`src/rtl/uart_param_if.sv`:
```
// ---------------------------------------------------------------------------
// uart_param_if -- signal bundle between a UART user and uart_param.
//
// Signals (direction seen from the UART, i.e. the slave modport):
//   bitxce   in   oversample enable, OS pulses per bit period
//   load     in   transmit request, honoured only while txbusy is low
//   d        in   DATABITS-wide word to transmit
//   rxpin    in   asynchronous serial input, idle high
//   txpin    out  serial output, idle high
//   txbusy   out  transmitter busy
//   bytercvd out  one-clk pulse when a received frame completes
//   q        out  last received data word
//   framerr  out  stop bit of last frame sampled low
//   parerr   out  parity mismatch in last frame
// ---------------------------------------------------------------------------
interface uart_param_if #(
  parameter int DATABITS = 8
);
  logic                bitxce;
  logic                load;
  logic [DATABITS-1:0] d;
  logic                rxpin;
  logic                txpin;
  logic                txbusy;
  logic                bytercvd;
  logic [DATABITS-1:0] q;
  logic                framerr;
  logic                parerr;

  modport master (
    output bitxce, load, d, rxpin,
    input  txpin, txbusy, bytercvd, q, framerr, parerr
  );

  modport slave (
    input  bitxce, load, d, rxpin,
    output txpin, txbusy, bytercvd, q, framerr, parerr
  );
endinterface

```
`src/rtl/uart_param.sv`:
```
// ---------------------------------------------------------------------------
// uart_param -- full-duplex UART with compile-time frame format.
//
// Parameters:
//   DATABITS  data bits per frame (5..8)
//   PARITY    0 none, 1 odd, 2 even
//   STOPBITS  transmitted stop bits (1 or 2)
//   SUBDIV16  oversampling ratio: 0 -> 8, 1 -> 16 bitxce pulses per bit
//
// Ports:
//   clk  system clock, rising edge
//   rst  synchronous active-high reset
//   bus  uart_param_if.slave (bitxce/load/d/rxpin in,
//        txpin/txbusy/bytercvd/q/framerr/parerr out)
//
// The transmitter shifts a prebuilt frame out one bit per OS bitxce pulses.
// The receiver synchronises rxpin, detects the start edge, re-checks it half
// a bit later and then samples every OS pulses near the bit centre.
// ---------------------------------------------------------------------------
module uart_param #(
  parameter int DATABITS = 8,
  parameter int PARITY   = 0,
  parameter int STOPBITS = 1,
  parameter int SUBDIV16 = 0
) (
  input  logic         clk,
  input  logic         rst,
  uart_param_if.slave  bus
);

  localparam int         OS      = (SUBDIV16 != 0) ? 16 : 8;
  localparam int         PAR_W   = (PARITY != 0) ? 1 : 0;
  localparam int         FRAME_W = 1 + DATABITS + PAR_W + STOPBITS;
  localparam logic [3:0] OS_LAST = 4'(OS - 1);
  localparam logic [3:0] OS_HALF = 4'(OS / 2 - 1);
  localparam logic [3:0] TX_LEFT = 4'(FRAME_W - 1);
  localparam logic [2:0] RX_LAST = 3'(DATABITS - 1);

  // Parity bit for a data word: XOR for even, inverted XOR for odd.
  function automatic logic par_bit(input logic [DATABITS-1:0] v);
    return (PARITY == 1) ? ~(^v) : (^v);
  endfunction

  // -------------------------------------------------------------------------
  // Transmitter
  // -------------------------------------------------------------------------
  logic                 r_txpin;
  logic                 r_txbusy;
  logic [FRAME_W-2:0]   r_tx_shreg;   // bits still to send after the start bit
  logic [3:0]           r_tx_sub;     // bitxce pulses within current bit
  logic [3:0]           r_tx_left;    // bits remaining after the current one
  logic [FRAME_W-2:0]   w_tx_body;

  // Frame body without the start bit: data LSB first, parity, stop bits.
  always_comb begin
    w_tx_body                 = '1;
    w_tx_body[DATABITS-1:0]   = bus.d;
    if (PARITY != 0) begin
      w_tx_body[DATABITS]     = par_bit(bus.d);
    end
  end

  // NOTE: clocked state uses non-blocking assignments so every register
  // samples pre-edge values; blocking here would create order-dependent races.
  always_ff @(posedge clk) begin
    if (rst) begin
      r_txpin    <= 1'b1;
      r_txbusy   <= 1'b0;
      r_tx_shreg <= '1;
      r_tx_sub   <= '0;
      r_tx_left  <= '0;
    end else if (!r_txbusy) begin
      // Load acceptance is the only action that does not wait for bitxce.
      if (bus.load) begin
        r_txbusy   <= 1'b1;
        r_txpin    <= 1'b0;
        r_tx_shreg <= w_tx_body;
        r_tx_sub   <= '0;
        r_tx_left  <= TX_LEFT;
      end
    end else if (bus.bitxce) begin
      if (r_tx_sub == OS_LAST) begin
        r_tx_sub <= '0;
        if (r_tx_left == '0) begin
          // Last stop bit just ended.
          r_txbusy <= 1'b0;
          r_txpin  <= 1'b1;
        end else begin
          r_txpin    <= r_tx_shreg[0];
          r_tx_shreg <= {1'b1, r_tx_shreg[FRAME_W-2:1]};
          r_tx_left  <= r_tx_left - 4'd1;
        end
      end else begin
        r_tx_sub <= r_tx_sub + 4'd1;
      end
    end
  end

  // -------------------------------------------------------------------------
  // Receiver
  // -------------------------------------------------------------------------
  typedef enum logic [2:0] {
    RX_IDLE,
    RX_START,
    RX_DATA,
    RX_PARITY,
    RX_STOP,
    RX_BREAKWAIT
  } rx_state_t;

  logic [1:0]          r_rx_sync;
  rx_state_t           r_rx_state;
  logic [3:0]          r_rx_sub;
  logic [2:0]          r_rx_cnt;
  logic [DATABITS-1:0] r_rx_shreg;
  logic                r_rx_parbad;
  logic [DATABITS-1:0] r_q;
  logic                r_framerr;
  logic                r_parerr;
  logic                r_bytercvd;

  rx_state_t           w_rx_state;
  logic [3:0]          w_rx_sub;
  logic [2:0]          w_rx_cnt;
  logic [DATABITS-1:0] w_rx_shreg;
  logic                w_rx_parbad;
  logic [DATABITS-1:0] w_q;
  logic                w_framerr;
  logic                w_parerr;
  logic                w_bytercvd;
  logic                w_rx;
  logic                w_bit_end;

  assign w_rx      = r_rx_sync[1];
  assign w_bit_end = (r_rx_sub == OS_LAST);

  // NOTE: every output of this block gets a default first so no path leaves
  // a value unassigned, which would otherwise infer a latch.
  always_comb begin
    w_rx_state  = r_rx_state;
    w_rx_sub    = r_rx_sub;
    w_rx_cnt    = r_rx_cnt;
    w_rx_shreg  = r_rx_shreg;
    w_rx_parbad = r_rx_parbad;
    w_q         = r_q;
    w_framerr   = r_framerr;
    w_parerr    = r_parerr;
    w_bytercvd  = 1'b0;

    if (bus.bitxce) begin
      case (r_rx_state)
        RX_IDLE: begin
          if (!w_rx) begin
            w_rx_state = RX_START;
            w_rx_sub   = '0;
          end
        end
        RX_START: begin
          // Re-check at mid start bit; a high line here was a glitch.
          if (r_rx_sub == OS_HALF) begin
            w_rx_sub   = '0;
            w_rx_cnt   = '0;
            w_rx_state = w_rx ? RX_IDLE : RX_DATA;
          end else begin
            w_rx_sub = r_rx_sub + 4'd1;
          end
        end
        RX_DATA: begin
          if (w_bit_end) begin
            w_rx_sub   = '0;
            w_rx_shreg = {w_rx, r_rx_shreg[DATABITS-1:1]};
            w_rx_cnt   = r_rx_cnt + 3'd1;
            if (r_rx_cnt == RX_LAST) begin
              w_rx_state = (PARITY != 0) ? RX_PARITY : RX_STOP;
            end
          end else begin
            w_rx_sub = r_rx_sub + 4'd1;
          end
        end
        RX_PARITY: begin
          if (w_bit_end) begin
            w_rx_sub    = '0;
            w_rx_parbad = (w_rx != par_bit(r_rx_shreg));
            w_rx_state  = RX_STOP;
          end else begin
            w_rx_sub = r_rx_sub + 4'd1;
          end
        end
        RX_STOP: begin
          // Only the first stop bit is checked; a second one looks like idle.
          if (w_bit_end) begin
            w_rx_sub   = '0;
            w_q        = r_rx_shreg;
            w_framerr  = !w_rx;
            w_parerr   = (PARITY != 0) && r_rx_parbad;
            w_bytercvd = 1'b1;
            w_rx_state = w_rx ? RX_IDLE : RX_BREAKWAIT;
          end else begin
            w_rx_sub = r_rx_sub + 4'd1;
          end
        end
        RX_BREAKWAIT: begin
          // A held-low line must go high before another start is accepted.
          if (w_rx) begin
            w_rx_state = RX_IDLE;
          end
        end
        default: w_rx_state = RX_IDLE;
      endcase
    end
  end

  // NOTE: reset is synchronous and covers every register, including the
  // data shift register, so q reads 0 after reset and no X reaches outputs.
  always_ff @(posedge clk) begin
    if (rst) begin
      r_rx_sync   <= 2'b11;
      r_rx_state  <= RX_IDLE;
      r_rx_sub    <= '0;
      r_rx_cnt    <= '0;
      r_rx_shreg  <= '0;
      r_rx_parbad <= 1'b0;
      r_q         <= '0;
      r_framerr   <= 1'b0;
      r_parerr    <= 1'b0;
      r_bytercvd  <= 1'b0;
    end else begin
      r_rx_sync   <= {r_rx_sync[0], bus.rxpin};
      r_rx_state  <= w_rx_state;
      r_rx_sub    <= w_rx_sub;
      r_rx_cnt    <= w_rx_cnt;
      r_rx_shreg  <= w_rx_shreg;
      r_rx_parbad <= w_rx_parbad;
      r_q         <= w_q;
      r_framerr   <= w_framerr;
      r_parerr    <= w_parerr;
      r_bytercvd  <= w_bytercvd;
    end
  end

  assign bus.txpin    = r_txpin;
  assign bus.txbusy   = r_txbusy;
  assign bus.bytercvd = r_bytercvd;
  assign bus.q        = r_q;
  assign bus.framerr  = r_framerr;
  assign bus.parerr   = r_parerr;

endmodule

```
`src/flat_wrapper.sv`:
```
// flat-port wrapper written by rule: the top's interface ports become plain ports
module uart_param_flat 
#(
  parameter int DATABITS = 8,
  parameter int PARITY   = 0,
  parameter int STOPBITS = 1,
  parameter int SUBDIV16 = 0
)
  (clk, rst, bus_bitxce, bus_load, bus_d, bus_rxpin, bus_txpin, bus_txbusy, bus_bytercvd, bus_q, bus_framerr, bus_parerr);
  uart_param_if #(.DATABITS(DATABITS)) bus_i ();
  input  logic clk;
  input  logic rst;
  input wire logic [$bits(bus_i.bitxce)-1:0] bus_bitxce;
  input wire logic [$bits(bus_i.load)-1:0] bus_load;
  input wire logic [$bits(bus_i.d)-1:0] bus_d;
  input wire logic [$bits(bus_i.rxpin)-1:0] bus_rxpin;
  output wire logic [$bits(bus_i.txpin)-1:0] bus_txpin;
  output wire logic [$bits(bus_i.txbusy)-1:0] bus_txbusy;
  output wire logic [$bits(bus_i.bytercvd)-1:0] bus_bytercvd;
  output wire logic [$bits(bus_i.q)-1:0] bus_q;
  output wire logic [$bits(bus_i.framerr)-1:0] bus_framerr;
  output wire logic [$bits(bus_i.parerr)-1:0] bus_parerr;
  assign bus_i.bitxce = bus_bitxce;
  assign bus_i.load = bus_load;
  assign bus_i.d = bus_d;
  assign bus_i.rxpin = bus_rxpin;
  assign bus_txpin = bus_i.txpin;
  assign bus_txbusy = bus_i.txbusy;
  assign bus_bytercvd = bus_i.bytercvd;
  assign bus_q = bus_i.q;
  assign bus_framerr = bus_i.framerr;
  assign bus_parerr = bus_i.parerr;
  uart_param #(.DATABITS(DATABITS), .PARITY(PARITY), .STOPBITS(STOPBITS), .SUBDIV16(SUBDIV16)) u_core (.clk(clk), .rst(rst), .bus(bus_i));
endmodule
```
`config.mk`:
```
export PLATFORM = sky130hd
export DESIGN_NAME = uart_param_flat
export DESIGN_NICKNAME = d
export VERILOG_FILES = /design/src/rtl/uart_param_if.sv /design/src/rtl/uart_param.sv /design/src/flat_wrapper.sv
export SDC_FILE = /design/constraint.sdc
export NUM_CORES = 1
export LEC_CHECK = 0
export ABC_AREA = 1
export CORE_MARGIN = 5
export CORE_UTILIZATION = 60
export CTS_BUF_LIST = sky130_fd_sc_hd__clkbuf_8
export CTS_CLUSTER_SIZE = 25
export DETAILED_ROUTE_END_ITERATION = 16
export GPL_ROUTABILITY_DRIVEN = 0
export PLACE_DENSITY = 0.88
export SLEW_MARGIN = 20
export SYNTH_ARGS = -nofsm -noshare
export SYNTH_HDL_FRONTEND = slang
export SYNTH_SLANG_ARGS = --single-unit
```
`constraint.sdc`:
```
create_clock -name clk -period 2.75 [get_ports clk]
set_clock_uncertainty 0.05 [all_clocks]
set_input_delay 0.825 -clock clk [delete_from_list [all_inputs] [get_ports clk]]
set_output_delay 0.825 -clock clk [all_outputs]
set_load 0.02 [all_outputs]
```
**After elaboration in Yosys (flattened, before gate mapping)**

Cells that the tools add are included.

- Flip-flop bits (word level): 49
- Input port bits: 13
- Output and inout bits: 13
- Word-level logic and storage cells: 96

- Add/subtract/negate cells: 4
- Equality and inequality tests: 19
- Mux-type cells: 42
- Bitwise logic cells: 2
- Reduce and logical (&&, ||, !) cells: 16

Operators by type and width:

| operator | count |
|---|---|
| 2-to-1 mux 4 bit | 12 |
| 2-to-1 mux 9 bit | 5 |
| 2-to-1 mux 3 bit | 10 |
| one-hot mux 3 bit (6 select lines) | 1 |
| != test 2 x 1 -> 1 bit, second input constant | 6 |
| one-hot mux 4 bit (3 select lines) | 1 |
| AND reduction 3 bit | 4 |
| 2-to-1 mux 1 bit | 11 |
| equality test 3 bit, second input constant | 3 |
| adder 4 x 1 -> 4 bit, second input constant | 2 |
| equality test 4 x 3 -> 1 bit, second input constant | 2 |
| != test 2 bit, second input constant | 4 |
| AND reduction 4 bit | 2 |
| AND reduction 8 bit | 1 |
| equality test 3 x 2 -> 1 bit, second input constant | 2 |
| one-hot mux 3 bit (2 select lines) | 1 |
| OR reduction 3 bit | 2 |
| equality test 4 x 2 -> 1 bit, second input constant | 1 |
| logical NOT 4 bit | 1 |
| nonzero test 2 bit | 2 |
| subtractor 4 x 1 -> 4 bit, second input constant | 1 |
| adder 3 x 1 -> 3 bit, second input constant | 1 |
| equality test 3 x 1 -> 1 bit, second input constant | 1 |
| logical NOT 3 bit | 1 |
| other kinds (5) | 6 |

**Depth between registers and ports, before layout**

- Depth in word-level cells: 5
- Gate-level depth with buffers: 10
- Mapped depth without buffers: 9

**Worst setup path after synthesis**

Ideal clock, no wire load.

- Kind: input to register
- Start point: in bus_bitxce
- End point: reg u_core.r_tx_left[3]
- Setup time: 0.132 ns
- Arrival: 1.486 ns
- Required time: 2.568 ns
- Setup slack: 1.081 ns
- Stages: 8
- Buffers on the path: 1
- Path through: nand2_2 > nor2_4 > nand2_2 > nand2_4 > inv_2 > buf_6 > nand2_1 > a21oi_1

- Longest elaborated chain between the ends: 2

Ends and longest elaborated chain:

| what | line | text |
|---|---|---|
| start: declaration | flat_wrapper.sv:13 | `input wire logic [$bits(bus_i.bitxce)-1:0] bus_bitxce;` |
| != test 2 bit (no line) | n/a |  |
| AND reduction 4 bit (no line) | n/a |  |
| end signal: assignment | uart_param.sv:91 | `r_tx_left <= r_tx_left - 4'd1;` |
| end: declaration | uart_param.sv:51 | `logic [3:0] r_tx_left;` |

Every way passes these cells.
A chain may end at the register's enable or synchronous reset.

**Final worst setup path**

- Start point: in bus_bitxce
- End point: reg u_core.r_q[6], in the netlist u_core.bus.q[6]

- Longest elaborated chain between the ends: 1

Ends and longest elaborated chain:

| what | line | text |
|---|---|---|
| AND reduction 3 bit (no line) | n/a |  |
| end signal: assignment | uart_param.sv:234 | `r_q <= w_q;` |
| end: declaration | uart_param.sv:117 | `logic [DATABITS-1:0] r_q;` |

Every way passes these cells.

==> key figures <==
Clocking
  • Clock buffer depth: 2
  • CTS H-tree lvls: 2
  • CTS tree: done
  • Post_cts resized: 0
  • Root Buffer Master: clkbuf_8
  • CTS Buf Count: 5
  • Clock transition at path regs: 0.08 ns
  • CTS Hold Bufs: 0
  • Post-CTS setup buffer count: 0
  • Clock latency at the later pin of the worst-skew pair: 0.30 ns
  • TritonCTS Sinks: 48

Run status
  • Status: finished clean

Detailed routing
  • Via-to-Cell Ratio: about 5.3
  • DR vias: approximately 2,000
  • WL/cell: 12.18 um
  • Initial DRT Pass Iterations: 4
  • DRC: 0
  • Detail Route Antenna Nets: 0
  • DRT iter0 DRCs: roughly 140
  • Drt total wl: ~4.6 mm

Pwr
  • Psw: between 600 and 700 uW
  • Int Power: about 1.2 mW
  • Sequential Power Share: 44.0%
  • Lkg Pwr: roughly 1.1 nW
  • Switching Share: 35.13%
  • Maximum vdd drop: 0.0003807 V
  • Clock share of power: between 20% and 30%
  • Comb power frac: 29.6%
  • Pwr Density: slightly above 700 mW/mm2

Global routing
  • Largest net degree at the start of global routing: 30
  • First-pass GRT wire length: approximately 8 mm
  • Initial antenna violation count: 0
  • Number of global-route vias before repair: between 1,500 and 2,000
  • Global-route usage over all layers: between 10% and 20%
  • Remaining global-route overflow: 0

Yosys
  • Yosys reg bits: 48
  • Synthesized Nets: approximately 330
  • Post-synthesis average cell area: 7.303 um2
  • Mapped Cells: 306
  • Distinct cells, synth: 31
  • Synth Warn #: 0
  • Post-Synthesis Cell Area: about 0.0022 mm2
  • Sequential element share of the synthesized area: between 40% and 50%

Setup path
  • Worst setup SP type: primary input
  • RR Endpoint: u_core.bus.q[6]$_SDFFE_PP0P_
  • Startpoint of the worst register-to-register path: u_core.r_rx_sub[0]$_SDFFE_PP0P_
  • Crit-path most repeated cell: nor2_1
  • Crit path largest cell delay: about 0.57 ns
  • WP data required: about 2.9 ns
  • CP Cell Sequence: clkdlybuf4s50_1 > inv_1 > nor2_1 > inv_1 > nor2_2 > inv_2 > nor2_1 > nor2_1
  • Worst EP arrival: between 2 and 2.5 ns
  • Worst setup EP type: register
  • Crit Path Category: in2reg
  • R2R cell count: 8
  • Crit-path slowest cell: clkdlybuf4s50_1
  • Max FO, Critical Path: 11
  • R2r setup slk: roughly 1.0 ns

Timing
  • Fin. max-slew vios: 0
  • RSZ-0062 raised after global routing: no
  • Crit path time final: 2.165 ns
  • Final setup fails: 0
  • Fin Hold WS: roughly 0.37 ns
  • Fin. Hold Viols: 0
  • Final Cycle Share: between 70% and 80%
  • Fmax achieved: roughly 460 MHz
  • Total negative slack: 0 ns

Final layout
  • Most frequent cells in the layout: 55 x nor2_1, 48 x dfxtp_1, 41 x nand2_1
  • Nets@finish: approximately 350
  • Commonest non-fill, non-tap cell in the layout: nor2_1
  • # diodes: 0
  • Area grow syn2layout: 16.69%
  • Layout cells sized above 1: about an eighth

Die
  • Die Ht: 71.03 um
  • Core Area: 0.003633 mm2
  • I/O pin count: 26
  • Initial Util: between 60% and 70%
  • Die area: roughly 0.0050 mm2
  • Row count: 22
  • Width of the chip: 71.03 um

Worst hold path
  • Worst min-delay path startpoint: u_core.r_rx_sync[0]$_SDFF_PP1_
  • Hold path endpoint: u_core.r_rx_sync[1]$_SDFF_PP1_
  • Worst hold path type: reg2reg
  • Worst hold stages: 1

Job
  • Max-Cap Viols: 0

Placed design
  • Post-DP HPWL: 3.338 mm
  • Port-buffer cells: 24
stage by stage:
step	setup slack (ns)	std cells	instance area [um2]	total power, mW	utilization [%]
global route	0.3993	379	2608	1.985	71.76
finish	0.5852	379	2608	1.862	71.76
detailed placement	0.2835	371	2500	1.378	68.80
CTS	0.5682	379	2608	1.865	71.76
floorplan	1.081	306	2235	1.267	-
global placement	0.3230	371	2500	1.359	68.80
synth_stat cells:
cell      number  area (um2)
buf_1          1       3.750
nor3_1         1       5.000
o21ai_0       37       185.2
dfxtp_1       48       960.9
a21oi_1       22       110.1
nand2_4        1       11.26
buf_6          1       11.26
xnor2_1        1       8.760
conb_1         1       3.750
nor3_2         1       10.01
o21ai_1        7       35.03
a31oi_1        2       12.51
buf_4          3       22.52
a211oi_1       1       7.510
nor2_1        55       206.5
nand3_2        1       10.01
inv_1         19       71.32
a21oi_2        1       8.760
nand3_1       22       110.1
ha_1           6       75.07
nand2_2        5       31.28
nand2_1       41       153.9
nand4_1        1       6.260
buf_2          1       5.000
xor2_1         1       8.760
clkbuf_1       4       15.01
nor2_4         4       45.04
or2_0          1       6.260
inv_2          5       18.77
or2_2          9       56.30
nor2_2         3       18.77
area by class of cell:
class / count / area [um2]
inverters: 24 / 90.09
well taps: 48 / 60.06
fillers: 307 / 1026
multi-input cells: 224 / 1126
clock buffers: 5 / 68.82
flip-flops and latches: 48 / 960.9
clock inverters: 3 / 38.79
repair buffers: 27 / 262.8
registers in the layout, indices dropped and copies added, names as in the netlist:
register	flops
u_core.bus.bytercvd	1
u_core.bus.framerr	1
u_core.bus.q	8
u_core.bus.txbusy	1
u_core.bus.txpin	1
u_core.r_rx_cnt	3
u_core.r_rx_shreg	8
u_core.r_rx_state	3
u_core.r_rx_sub	4
u_core.r_rx_sync	2
u_core.r_tx_left	4
u_core.r_tx_shreg	8
u_core.r_tx_sub	4
logic make-up after synthesis:
group	count (synthesis)	share of synthesized area, %
simple gates	145	30.01
buf+inv	34	6.606
other cells	1	0.1678
compound gates	70	16.07
xor+xnor	2	0.7840
fa+ha+maj	6	3.359
flops	48	43.00
critical path: cells and delay by family:
| kind | cells | cell delay [ns] |
|---|---|---|
| buf+inv | 4 | 0.88 |
| simple gates | 4 | 0.60 |
worst max path at each step:
stage	start	endpoint	slack [ns]
2_1_floorplan	bus_bitxce	u_core.r_tx_left[3]$_SDFFE_PP0P_	1.08
3_3_place_gp	bus_bitxce	u_core.bus.q[5]$_SDFFE_PP0P_	0.32
3_5_place_dp	bus_bitxce	u_core.bus.q[5]$_SDFFE_PP0P_	0.28
5_1_grt	bus_bitxce	u_core.bus.q[0]$_SDFFE_PP0P_	0.40
4_1_cts	bus_bitxce	u_core.bus.q[6]$_SDFFE_PP0P_	0.57
6_report	bus_bitxce	u_core.bus.q[6]$_SDFFE_PP0P_	0.59
power by group through the flow:
stage / sequential (mW) / combinational [mW] / clock, mW
2_1_floorplan: 0.807 / 0.461 / 0
3_3_place_gp: 0.832 / 0.527 / 0
3_5_place_dp: 0.834 / 0.544 / 0
4_1_cts: 0.817 / 0.550 / 0.498
5_1_grt: 0.827 / 0.626 / 0.532
6_report: 0.820 / 0.550 / 0.491
metal layers:
metal	vias up	global-route usage, %	routed length (um)
li1	1041	-	-
met1	922	23.38	2083
met2	45	32.34	2203
met3	7	4.972	247
met4	0	6.889	81
met5	-	0	0
No activity file was read; power rests on OpenSTA's default activity.
